==> src/rtl/nios1_nios2_qsys_0_oci_pkg.sv <==
// Shared constants and state type for the OCI trace atom packer.
package nios1_nios2_qsys_0_oci_pkg;

  localparam int DCT_ATOM_W = 2;
  localparam int DCT_DEPTH  = 15;
  localparam int DCT_WORD_W = DCT_ATOM_W * DCT_DEPTH;
  localparam int DCT_CNT_W  = $clog2(DCT_DEPTH + 1);

  typedef enum logic [1:0] {
    ST_EMPTY,
    ST_FILL,
    ST_FULL
  } dct_state_e;

endpackage

==> src/rtl/nios1_nios2_qsys_0_oci_dct_outreg.sv <==
// Output word register of the trace packer: holds one packed word until the
// consumer takes it with out_ready.
module nios1_nios2_qsys_0_oci_dct_outreg
  import nios1_nios2_qsys_0_oci_pkg::*;
#(
  parameter int WORD_W = DCT_WORD_W,
  parameter int CNT_W  = DCT_CNT_W
) (
  input  logic              clk,
  input  logic              reset_n,
  input  logic              load,
  input  logic [WORD_W-1:0] load_data,
  input  logic [CNT_W-1:0]  load_cnt,
  input  logic              out_ready,
  output logic              out_valid,
  output logic [WORD_W-1:0] out_data,
  output logic [CNT_W-1:0]  out_cnt
);

  always_ff @(posedge clk or negedge reset_n) begin
    if (!reset_n) begin
      out_valid <= 1'b0;
      out_data  <= '0;
      out_cnt   <= '0;
    end else if (load) begin
      out_valid <= 1'b1;
      out_data  <= load_data;
      out_cnt   <= load_cnt;
    end else if (out_ready) begin
      out_valid <= 1'b0;
    end
  end

endmodule

==> src/rtl/nios1_nios2_qsys_0_oci_dct_packer.sv <==
// Packs 2-bit trace atoms into 30-bit words with flush/test-ending support.
// Optional macro NIOS1_OCI_DCT_OVF_EN: never backpressure, count dropped atoms in ovf_cnt.
module nios1_nios2_qsys_0_oci_dct_packer
  import nios1_nios2_qsys_0_oci_pkg::*;
#(
  parameter int ATOM_W = DCT_ATOM_W,
  parameter int DEPTH  = DCT_DEPTH
) (
  input  logic                         clk,
  input  logic                         reset_n,
  input  logic                         atm_valid,
  input  logic [ATOM_W-1:0]            atm,
  output logic                         atm_ready,
  input  logic                         flush,
  input  logic                         test_ending,
  output logic [ATOM_W*DEPTH-1:0]      dct_buffer,
  output logic [$clog2(DEPTH+1)-1:0]   dct_count,
  output logic                         out_valid,
  output logic [ATOM_W*DEPTH-1:0]      out_data,
  output logic [$clog2(DEPTH+1)-1:0]   out_cnt,
  input  logic                         out_ready,
  output logic                         test_has_ended
`ifdef NIOS1_OCI_DCT_OVF_EN
  , output logic [7:0]                 ovf_cnt
`endif
);

  localparam int WORD_W = ATOM_W * DEPTH;
  localparam int CNT_W  = $clog2(DEPTH + 1);
  localparam logic [CNT_W-1:0] CNT_FULL = CNT_W'(DEPTH);

  dct_state_e        state, state_d;
  logic [WORD_W-1:0] buffer_d, load_data;
  logic [CNT_W-1:0]  count_d, load_cnt;
  logic              flush_pend, flush_pend_d;
  logic              ending_seen, ending_seen_d, ended_d;
  logic              out_free, blocked, accept, flush_req, load, out_valid_d;

`ifdef NIOS1_OCI_DCT_OVF_EN
  assign atm_ready = 1'b1;
`else
  assign atm_ready = (dct_count < CNT_FULL) || out_ready || !out_valid;
`endif

  assign out_free  = !out_valid || out_ready;
  assign blocked   = (state == ST_FULL) && !out_free;
  assign accept    = atm_valid && atm_ready && !blocked;
  assign flush_req = flush || test_ending || flush_pend;

  always_comb begin
    load_data = dct_buffer;
    load_cnt  = dct_count;
    load      = 1'b0;
    buffer_d  = dct_buffer;
    count_d   = dct_count;
    if (state == ST_FULL) begin
      // A full buffer drains whole; an atom taken in the same cycle starts the next word.
      load = out_free;
      if (load) begin
        buffer_d = accept ? WORD_W'(atm) : '0;
        count_d  = CNT_W'(accept);
      end
    end else begin
      if (accept) begin
        load_data = dct_buffer | (WORD_W'(atm) << (ATOM_W * int'(dct_count)));
        load_cnt  = dct_count + CNT_W'(1);
      end
      load     = out_free && ((load_cnt == CNT_FULL) || (flush_req && (load_cnt != '0)));
      buffer_d = load ? '0 : load_data;
      count_d  = load ? '0 : load_cnt;
    end
    flush_pend_d  = !load && flush_req && (count_d != '0);
    out_valid_d   = load || (out_valid && !out_ready);
    ending_seen_d = ending_seen || test_ending;
    ended_d       = test_has_ended || (ending_seen_d && (count_d == '0) && !out_valid_d);
    if (count_d == '0)          state_d = ST_EMPTY;
    else if (count_d == CNT_FULL) state_d = ST_FULL;
    else                        state_d = ST_FILL;
  end

  always_ff @(posedge clk or negedge reset_n) begin
    if (!reset_n) begin
      state          <= ST_EMPTY;
      dct_buffer     <= '0;
      dct_count      <= '0;
      flush_pend     <= 1'b0;
      ending_seen    <= 1'b0;
      test_has_ended <= 1'b0;
    end else begin
      state          <= state_d;
      dct_buffer     <= buffer_d;
      dct_count      <= count_d;
      flush_pend     <= flush_pend_d;
      ending_seen    <= ending_seen_d;
      test_has_ended <= ended_d;
    end
  end

`ifdef NIOS1_OCI_DCT_OVF_EN
  // Atoms arriving while the full buffer cannot drain are lost; count them, saturating.
  always_ff @(posedge clk or negedge reset_n) begin
    if (!reset_n) begin
      ovf_cnt <= '0;
    end else if (atm_valid && blocked && (ovf_cnt != 8'hFF)) begin
      ovf_cnt <= ovf_cnt + 8'd1;
    end
  end
`endif

  nios1_nios2_qsys_0_oci_dct_outreg #(
    .WORD_W (WORD_W),
    .CNT_W  (CNT_W)
  ) u_outreg (
    .clk       (clk),
    .reset_n   (reset_n),
    .load      (load),
    .load_data (load_data),
    .load_cnt  (load_cnt),
    .out_ready (out_ready),
    .out_valid (out_valid),
    .out_data  (out_data),
    .out_cnt   (out_cnt)
  );

endmodule

==> config.mk <==
export PLATFORM = sky130hd
export DESIGN_NAME = nios1_nios2_qsys_0_oci_dct_packer
export DESIGN_NICKNAME = d
export VERILOG_FILES = /design/src/rtl/nios1_nios2_qsys_0_oci_pkg.sv /design/src/rtl/nios1_nios2_qsys_0_oci_dct_outreg.sv /design/src/rtl/nios1_nios2_qsys_0_oci_dct_packer.sv
export SDC_FILE = /design/constraint.sdc
export NUM_CORES = 1
export LEC_CHECK = 0
export BUFFER_PORTS_ARGS = -buffer_cell sky130_fd_sc_hd__buf_2
export CAP_MARGIN = 20
export CORE_MARGIN = 8
export CORE_UTILIZATION = 49
export CTS_CLUSTER_SIZE = 10
export DETAILED_ROUTE_END_ITERATION = 8
export PLACE_DENSITY = 0.82
export SYNTH_ARGS = -nofsm -noshare
export SYNTH_HDL_FRONTEND = slang
export SYNTH_SLANG_ARGS = --single-unit
==> constraint.sdc <==
create_clock -name clk -period 2.4 [get_ports clk]
set_clock_uncertainty 0.05 [all_clocks]
set_input_delay 0.24 -clock clk [delete_from_list [all_inputs] [get_ports clk]]
set_output_delay 0.24 -clock clk [all_outputs]
set_load 0.02 [all_outputs]
### Word-level counts from Yosys, hierarchy flattened

Cells that the tools add are included.

| word-level totals | value |
|---|---|
| register bits | 74 |
| input bits | 8 |
| logic and storage cells | 63 |

| operators by class | value |
|---|---|
| equal/unequal tests | 4 |
| reduce and logical (&&, ||, !) cells | 29 |
| bitwise gates (word level) | 1 |
| multiplexer cells | 17 |
| shift operators | 1 |
| $add $sub $neg | 1 |
| $lt $le $gt $ge | 1 |

Operator list:

| kind | count |
|---|---|
| $mux 30 | 5 |
| $or 30x30->30 | 1 |
| $shl 2x5->30 | 1 |
| $mux 4 | 6 |
| $logic_and 1x1->1 | 10 |
| $logic_or 1x1->1 | 9 |
| $eq 4x4->1 const B | 2 |
| $reduce_bool 4->1 | 2 |
| $logic_not 1->1 | 6 |
| $mux 2 | 3 |
| $add 4x1->4 const B | 1 |
| $logic_not 4->1 | 1 |
| $lt 4x4->1 const B | 1 |
| $mux 1 | 3 |
| $eq 2x2->1 const B | 1 |
| $ne 2x2->1 const B | 1 |
| $reduce_bool 2->1 | 1 |

### Depth between registers and ports, before layout

| logic depth | value |
|---|---|
| depth in word-level cells | 18 |
| mapped depth | 10 |

### Modules after synthesis

A second synthesis with hierarchy kept.

| second synthesis, totals | value |
|---|---|
| cell total of the unflattened synthesis | 305 |
| area total of the unflattened synthesis | 3593.4 um^2 |

Modules (own cells, without submodules):

| module | times used | cells an instance | seq. area each (um^2) | area each (um^2) |
|---|---|---|---|---|
| nios1_nios2_qsys_0_oci_dct_packer | 1 | 230 | 975.9 | 2143.3 |
| nios1_nios2_qsys_0_oci_dct_outreg | 1 | 75 | 875.8 | 1450.1 |

### Worst setup path before layout

OpenSTA, ideal clock, no wires.

| timing path | value |
|---|---|
| path kind | flip-flop to flip-flop |
| from | reg dct_count[0] |
| to | reg u_outreg.out_cnt[0] |
| arrival | 2.284 ns |
| path buffers | 1 |
| slack | -0.059 ns |
| stages on the path, launching flop included | 10 |
| library setup time | 0.125 ns |
| clock period less this slack | 2.459 ns |
| cell sequence | dfrtp_1 > ha_1 > and3_1 > o21ai_1 > nand3_1 > a31oi_2 > nor3_4 > nor2_4 > buf_6 > mux2_4 |

| between the ends | value |
|---|---|
| longest elaborated chain between the ends | 12 |
| elaborated cells between the ends (all ways) | 15 |
| classes of those cells | add/sub (1); order compare (1); eq/ne (1); mux (4); reduce/logical (8) |

Ends and longest elaborated chain:

| element | RTL line | source |
|---|---|---|
| start: declaration | nios1_nios2_qsys_0_oci_dct_packer.sv:17 | `output logic [$clog2(DEPTH+1)-1:0] dct_count,` |
| start signal: assignment | nios1_nios2_qsys_0_oci_dct_packer.sv:92 | `dct_count <= count_d;` |
| $lt 4x4->1 | nios1_nios2_qsys_0_oci_dct_packer.sv:42 | `assign atm_ready = (dct_count < CNT_FULL) \|\| out_ready \|\| !out_valid;` |
| $logic_or 1x1->1 (2 in series) | nios1_nios2_qsys_0_oci_dct_packer.sv:42 |  |
| $logic_and 1x1->1 (2 in series) | nios1_nios2_qsys_0_oci_dct_packer.sv:47 | `assign accept = atm_valid && atm_ready && !blocked;` |
| $mux 4 | nios1_nios2_qsys_0_oci_dct_packer.sv:64 | `if (accept) begin` |
| $mux 4 | nios1_nios2_qsys_0_oci_dct_packer.sv:56 | `if (state == ST_FULL) begin` |
| $reduce_bool 4->1 | nios1_nios2_qsys_0_oci_dct_packer.sv:68 | `load = out_free && ((load_cnt == CNT_FULL) \|\| (flush_req && (load_cnt != '0)));` |
| $logic_and 1x1->1 | nios1_nios2_qsys_0_oci_dct_packer.sv:68 |  |
| $logic_or 1x1->1 | nios1_nios2_qsys_0_oci_dct_packer.sv:68 |  |
| $logic_and 1x1->1 | nios1_nios2_qsys_0_oci_dct_packer.sv:68 |  |
| $mux 1 | nios1_nios2_qsys_0_oci_dct_packer.sv:56 |  |
| end signal: assignment | nios1_nios2_qsys_0_oci_dct_outreg.sv:28 | `out_cnt <= load_cnt;` |
| end: declaration | nios1_nios2_qsys_0_oci_dct_outreg.sv:17 | `output logic [CNT_W-1:0] out_cnt` |

Several ways; a longest one is shown, not always the timed one. The select of a mux whose other input is x is not followed.
A chain may end at the register's enable or synchronous reset.

### Final worst setup path

| timing path | value |
|---|---|
| from | reg dct_count[0] |
| to | reg flush_pend |

| between the ends | value |
|---|---|
| longest elaborated chain between the ends | 15 |
| elaborated cells between the ends (all ways) | 21 |
| classes of those cells | add/sub (1); order compare (1); eq/ne (1); mux (6); reduce/logical (12) |

Ends and longest elaborated chain:

| element | RTL line | source |
|---|---|---|
| $lt 4x4->1 | nios1_nios2_qsys_0_oci_dct_packer.sv:42 |  |
| $logic_or 1x1->1 (2 in series) | nios1_nios2_qsys_0_oci_dct_packer.sv:42 |  |
| $logic_and 1x1->1 (2 in series) | nios1_nios2_qsys_0_oci_dct_packer.sv:47 |  |
| $mux 4 | nios1_nios2_qsys_0_oci_dct_packer.sv:64 |  |
| $mux 4 | nios1_nios2_qsys_0_oci_dct_packer.sv:56 |  |
| $reduce_bool 4->1 | nios1_nios2_qsys_0_oci_dct_packer.sv:68 |  |
| $logic_and 1x1->1 | nios1_nios2_qsys_0_oci_dct_packer.sv:68 |  |
| $logic_or 1x1->1 | nios1_nios2_qsys_0_oci_dct_packer.sv:68 |  |
| $logic_and 1x1->1 | nios1_nios2_qsys_0_oci_dct_packer.sv:68 |  |
| $mux 4 / $mux 1 (equally long branches) | nios1_nios2_qsys_0_oci_dct_packer.sv:70, nios1_nios2_qsys_0_oci_dct_packer.sv:56 |  |
| $mux 4 / $logic_not 1->1 (equally long branches) | nios1_nios2_qsys_0_oci_dct_packer.sv:56, nios1_nios2_qsys_0_oci_dct_packer.sv:72 |  |
| $reduce_bool 4->1 / $logic_and 1x1->1 (equally long branches) | nios1_nios2_qsys_0_oci_dct_packer.sv:72 | `flush_pend_d = !load && flush_req && (count_d != '0);` |
| $logic_and 1x1->1 (*) | nios1_nios2_qsys_0_oci_dct_packer.sv:72 |  |
| named net flush_pend_d | nios1_nios2_qsys_0_oci_dct_packer.sv:35 | `logic flush_pend, flush_pend_d;` |
| end signal: assignment | nios1_nios2_qsys_0_oci_dct_packer.sv:93 | `flush_pend <= flush_pend_d;` |
| end: declaration | nios1_nios2_qsys_0_oci_dct_packer.sv:35 |  |

The timed path passes the listed nets; every way through them passes the cells marked *. The select of a mux whose other input is x is not followed.

==> impl_results.rst <==
.. list-table::
   :header-rows: 1

   * - Metric
     - Value
   * - Initial antenna violation count
     - 0
   * - Area of the die
     - 10,400 µm²
   * - Share of power burned in the clock network
     - 17.4%
   * - N_diodes
     - 0
   * - Tightest slew margin relative to the limit
     - 45.4%
   * - Initial DRC count
     - 190
   * - Outcome
     - complete, no violations
   * - Global-route wire length before repair
     - 16.6 mm
   * - Placement Rows
     - 31
   * - Clock net sink count
     - 74
   * - Data arrival time of the critical path
     - 2520 ps
   * - Count of placed standard cells including taps
     - 569
   * - Cell-by-cell trace of the critical path
     - ha_4, buf_4, or2_1, o21ai_2, o2bb2ai_4, a31oi_4, buf_4, o21ai_4, a31oi_1, a211oi_1
   * - GP Congestion
     - 0.963
   * - Pin count of the biggest net entering global routing
     - 41
   * - Number of global-route vias before repair
     - 3,266
   * - Transition at the pin with the smallest max-transition slack
     - 813 ps
   * - Final WS setup
     - 74.4 ps
   * - Count of input and output buffers
     - 78
   * - Part of the total power dissipated in combinational logic
     - 53.7%
   * - Final-report hold violation count
     - 0
   * - Peak clock frequency supported by timing
     - 0.430 GHz
   * - Layout cell share with drive strength beyond 1
     - 37.0%
   * - Clock slew seen by the registers of the worst setup and hold paths
     - 80 ps
   * - Clock root buffer
     - clkbuf_8
   * - Avg Vias per Cell
     - 5.62
   * - Worst-case hold slack
     - 75.0 ps
   * - Register bit total from synthesis
     - 74
   * - Total number of vias
     - 3,336
   * - Area inside the core boundary
     - 7210 µm²
   * - Net count after synthesis
     - 379
   * - Count of endpoints failing setup in the final report
     - 0
   * - Critical path depth in cells
     - 10
   * - Worst path slowest cell
     - dfrtp_2
   * - Hold Crit Class
     - input pin to flip-flop
   * - DP Wirelength
     - 7.69 mm
   * - Kind of end point of the critical path
     - flip-flop
   * - Sequential area share after synthesis
     - 51.0%
   * - Hold Path Cell Cnt
     - 2
   * - Crit path largest cell delay
     - 440 ps
   * - Cell seen most often among critical-path stages
     - buf_4
   * - DP Worst Slack
     - -173 ps
   * - Most used standard cells in the synthesized netlist
     - dfrtp_1, nor2_1, a21oi_1, a31oi_1, inv_1
   * - Synth area leaders
     - dfrtp_1, mux2i_1, a31oi_1, a21oi_1, nor2_1
   * - Area Overhead vs Synth
     - 35.4%
   * - Length of the first detailed-routing pass in iterations
     - 5
   * - Cell-internal power
     - 3.26 mW
   * - Combined area of all synthesized cells
     - 3630 µm²
   * - Yosys warning total
     - 0
   * - Total DRC errors in the routed layout
     - 0
   * - Final routed wirelength across all metal layers
     - 10.7 mm
   * - Share of total power consumed by net switching
     - 41.1%
   * - Die X-Extent
     - 102 µm
   * - Fin area
     - 4920 µm²
   * - Required arrival time at the worst endpoint
     - 2600 ps
   * - Logic depth of the worst register-to-register path
     - 10
   * - Clock tree from TritonCTS
     - done
   * - Cts bufs inserted
     - 9
   * - CP delay by family, top
     - compound AO/OA/AOI/OAI gates
   * - FFs w/ async S/R, synth
     - 100%
   * - Peak VDD IR
     - 575 µV
   * - Number of synthesized flops with an enable pin
     - 0
   * - Fraction of post-synthesis cell area in the top cell type by area
     - 51.0%
   * - Initial core utilization
     - 50.3%
   * - Post-route fraction of the period consumed by the critical path
     - 96.9%
   * - Die Y
     - 102 µm
   * - Count of boundary I/O pins
     - 79
   * - Cell accounting for the most synthesized area
     - dfrtp_1
   * - Final ANT Viol Nets
     - 0
   * - Total overflow reported by the global router
     - 0
   * - Worst-skew pair later-pin latency
     - 360 ps
   * - Critical path class
     - flip-flop to flip-flop
   * - Count of max-cap constraint violations
     - 0
   * - Portion of total power attributed to sequential cells
     - 28.9%
   * - Crit path launch type
     - flip-flop
   * - Max H-tree Level
     - 3
   * - Area after DPL
     - 4450 µm²
   * - Time the worst path needs with I/O delays and setup
     - 2330 ps
   * - Number of distinct library cells after synthesis
     - 54
   * - Cell Count, Final, Fillers Out
     - 594
   * - Pwr per Cell Area
     - 1130 nW/µm²
   * - Largest fanout on the critical path
     - 4
   * - Nets@finish
     - 499
   * - Lkg Pwr
     - 2.46 nW
   * - Switching power summed over all nets
     - 2.27 mW
   * - Number of pins exceeding their max-slew limit in the final report
     - 0
   * - Routed WL per cell
     - 18.0 µm
   * - Most repeated cell in the gate-level netlist after synthesis
     - dfrtp_1
   * - Buffers & Inverters on Critical Path
     - 2
   * - Commonest register cell after synthesis
     - dfrtp_1
   * - Final Util
     - 68.1%
   * - Instance count of the mapped netlist
     - 370
   * - Overall fraction of global-route tracks in use
     - 20.7%
   * - Average cell area after synthesis
     - 9.81 µm²
   * - Max Buffers Root-to-Sink
     - 2
[sequential cells by signal (all words and copies together), names as in the netlist]
| name | flops |
|---|---|
| dct_buffer | 30 |
| u_outreg.out_data | 30 |
| dct_count | 4 |
| u_outreg.out_cnt | 4 |
| state | 2 |
| ending_seen | 1 |
| flush_pend | 1 |
| test_has_ended | 1 |
| u_outreg.out_valid | 1 |
[kinds of logic (layout without fill, tap and decap cells)]
family | Yosys count | count (layout) | share of synthesized area [%]
fa+ha+maj | 1 | 1 | 0.345
buf+inv | 56 | 181 | 6.62
simple gates | 101 | 101 | 14.0
compound gates | 105 | 105 | 18.6
mux | 30 | 30 | 8.72
xor+xnor | 3 | 3 | 0.724
flops | 74 | 74 | 51.0
[worst paths after layout]
check / endpoint / start / slack (ps)
max: flush_pend / dct_count[0] / 70
min: ending_seen / test_ending / 70
max reg2reg: flush_pend / dct_count[0] / 70
min reg2reg: ending_seen / ending_seen / 400
max in group asynchronous: dct_buffer[17] / reset_n / 1420
min in group asynchronous: flush_pend / reset_n / 260
[what timing repair did]
action,4_1_cts,5_1_grt
hold endpoints to repair,9,0
cloned,0,2
setup endpoints to repair,58,63
setup buffers,2,4
hold buffers,1,0
resized for setup,1,23
pin swaps,1,7
[layout make-up]
type	instances	area [µm²]
Clock inverter	6	67.6
Inverter	27	101
Multi-Input combinational cell	240	1670
Sequential cell	74	1850
Fill cell	569	2300
Tap cell	99	124
Clock buffer	10	128
Timing Repair Buffer	138	973
[cell usage in the layout (no fill, tap or decap), types with 2 or more instances in the layout]
cell type | synthesis | layout
a21oi_1 | 35 | 35
a31oi_1 | 32 | 31
a31oi_4 | 0 | 2
a41oi_2 | 0 | 2
and2_1 | 4 | 4
and3_1 | 7 | 6
buf_12 | 0 | 7
buf_2 | 9 | 78
buf_4 | 3 | 48
buf_6 | 1 | 2
clkbuf_16 | 0 | 2
clkbuf_8 | 0 | 9
clkinv_4 | 0 | 2
clkinvlp_4 | 0 | 2
dfrtp_1 | 74 | 73
inv_1 | 27 | 27
mux2_4 | 3 | 3
mux2i_1 | 26 | 26
nand2_1 | 17 | 17
nand2b_1 | 4 | 4
nand3_1 | 5 | 3
nand3_2 | 0 | 2
nor2_1 | 39 | 39
nor2b_1 | 7 | 5
nor2b_2 | 0 | 2
nor3_1 | 6 | 6
o21ai_0 | 7 | 7
o21ai_2 | 1 | 2
o22ai_1 | 3 | 3
o31ai_1 | 6 | 6
or2_1 | 2 | 2
or2_2 | 2 | 2
xnor2_1 | 2 | 2
[worst register-to-register path, cell delays in order (launching register included)]
cell and delay (ps):
dfrtp_2 440, ha_4 180, buf_4 140, or2_1 220, o21ai_2 80, o2bb2ai_4 160
a31oi_4 120, buf_4 160, o21ai_4 220, a31oi_1 160, a211oi_1 310
[metal layers]
| layer | up-vias | routed length [µm] | global-route usage (%) |
|---|---|---|---|
| li1 | 1550 | - | - |
| met1 | 1626 | 4420 | 26.8 |
| met2 | 138 | 5150 | 32.2 |
| met3 | 22 | 866 | 3.81 |
| met4 | 0 | 276 | 10.8 |
| met5 | - | 0 | 0 |
[stage by stage]
stage,total power [mW],setup TNS (ps)
after detailed placement,4.09,-4720
final,5.54,0
after global placement,4.03,-790
after CTS,5.13,-27.2
after global routing,5.82,-64.0
after floorplan,3.13,0
[power groups by stage]
stage                     clock network, mW  registers, mW  logic [mW]
final                                 0.963           1.60        2.97
after global routing                   1.04           1.62        3.16
after CTS                             0.979           1.58        2.57
after detailed placement                  0           1.61        2.48
after global placement                    0           1.60        2.43
after floorplan                           0           1.81        1.33
Power figures use the tool's default switching activity.
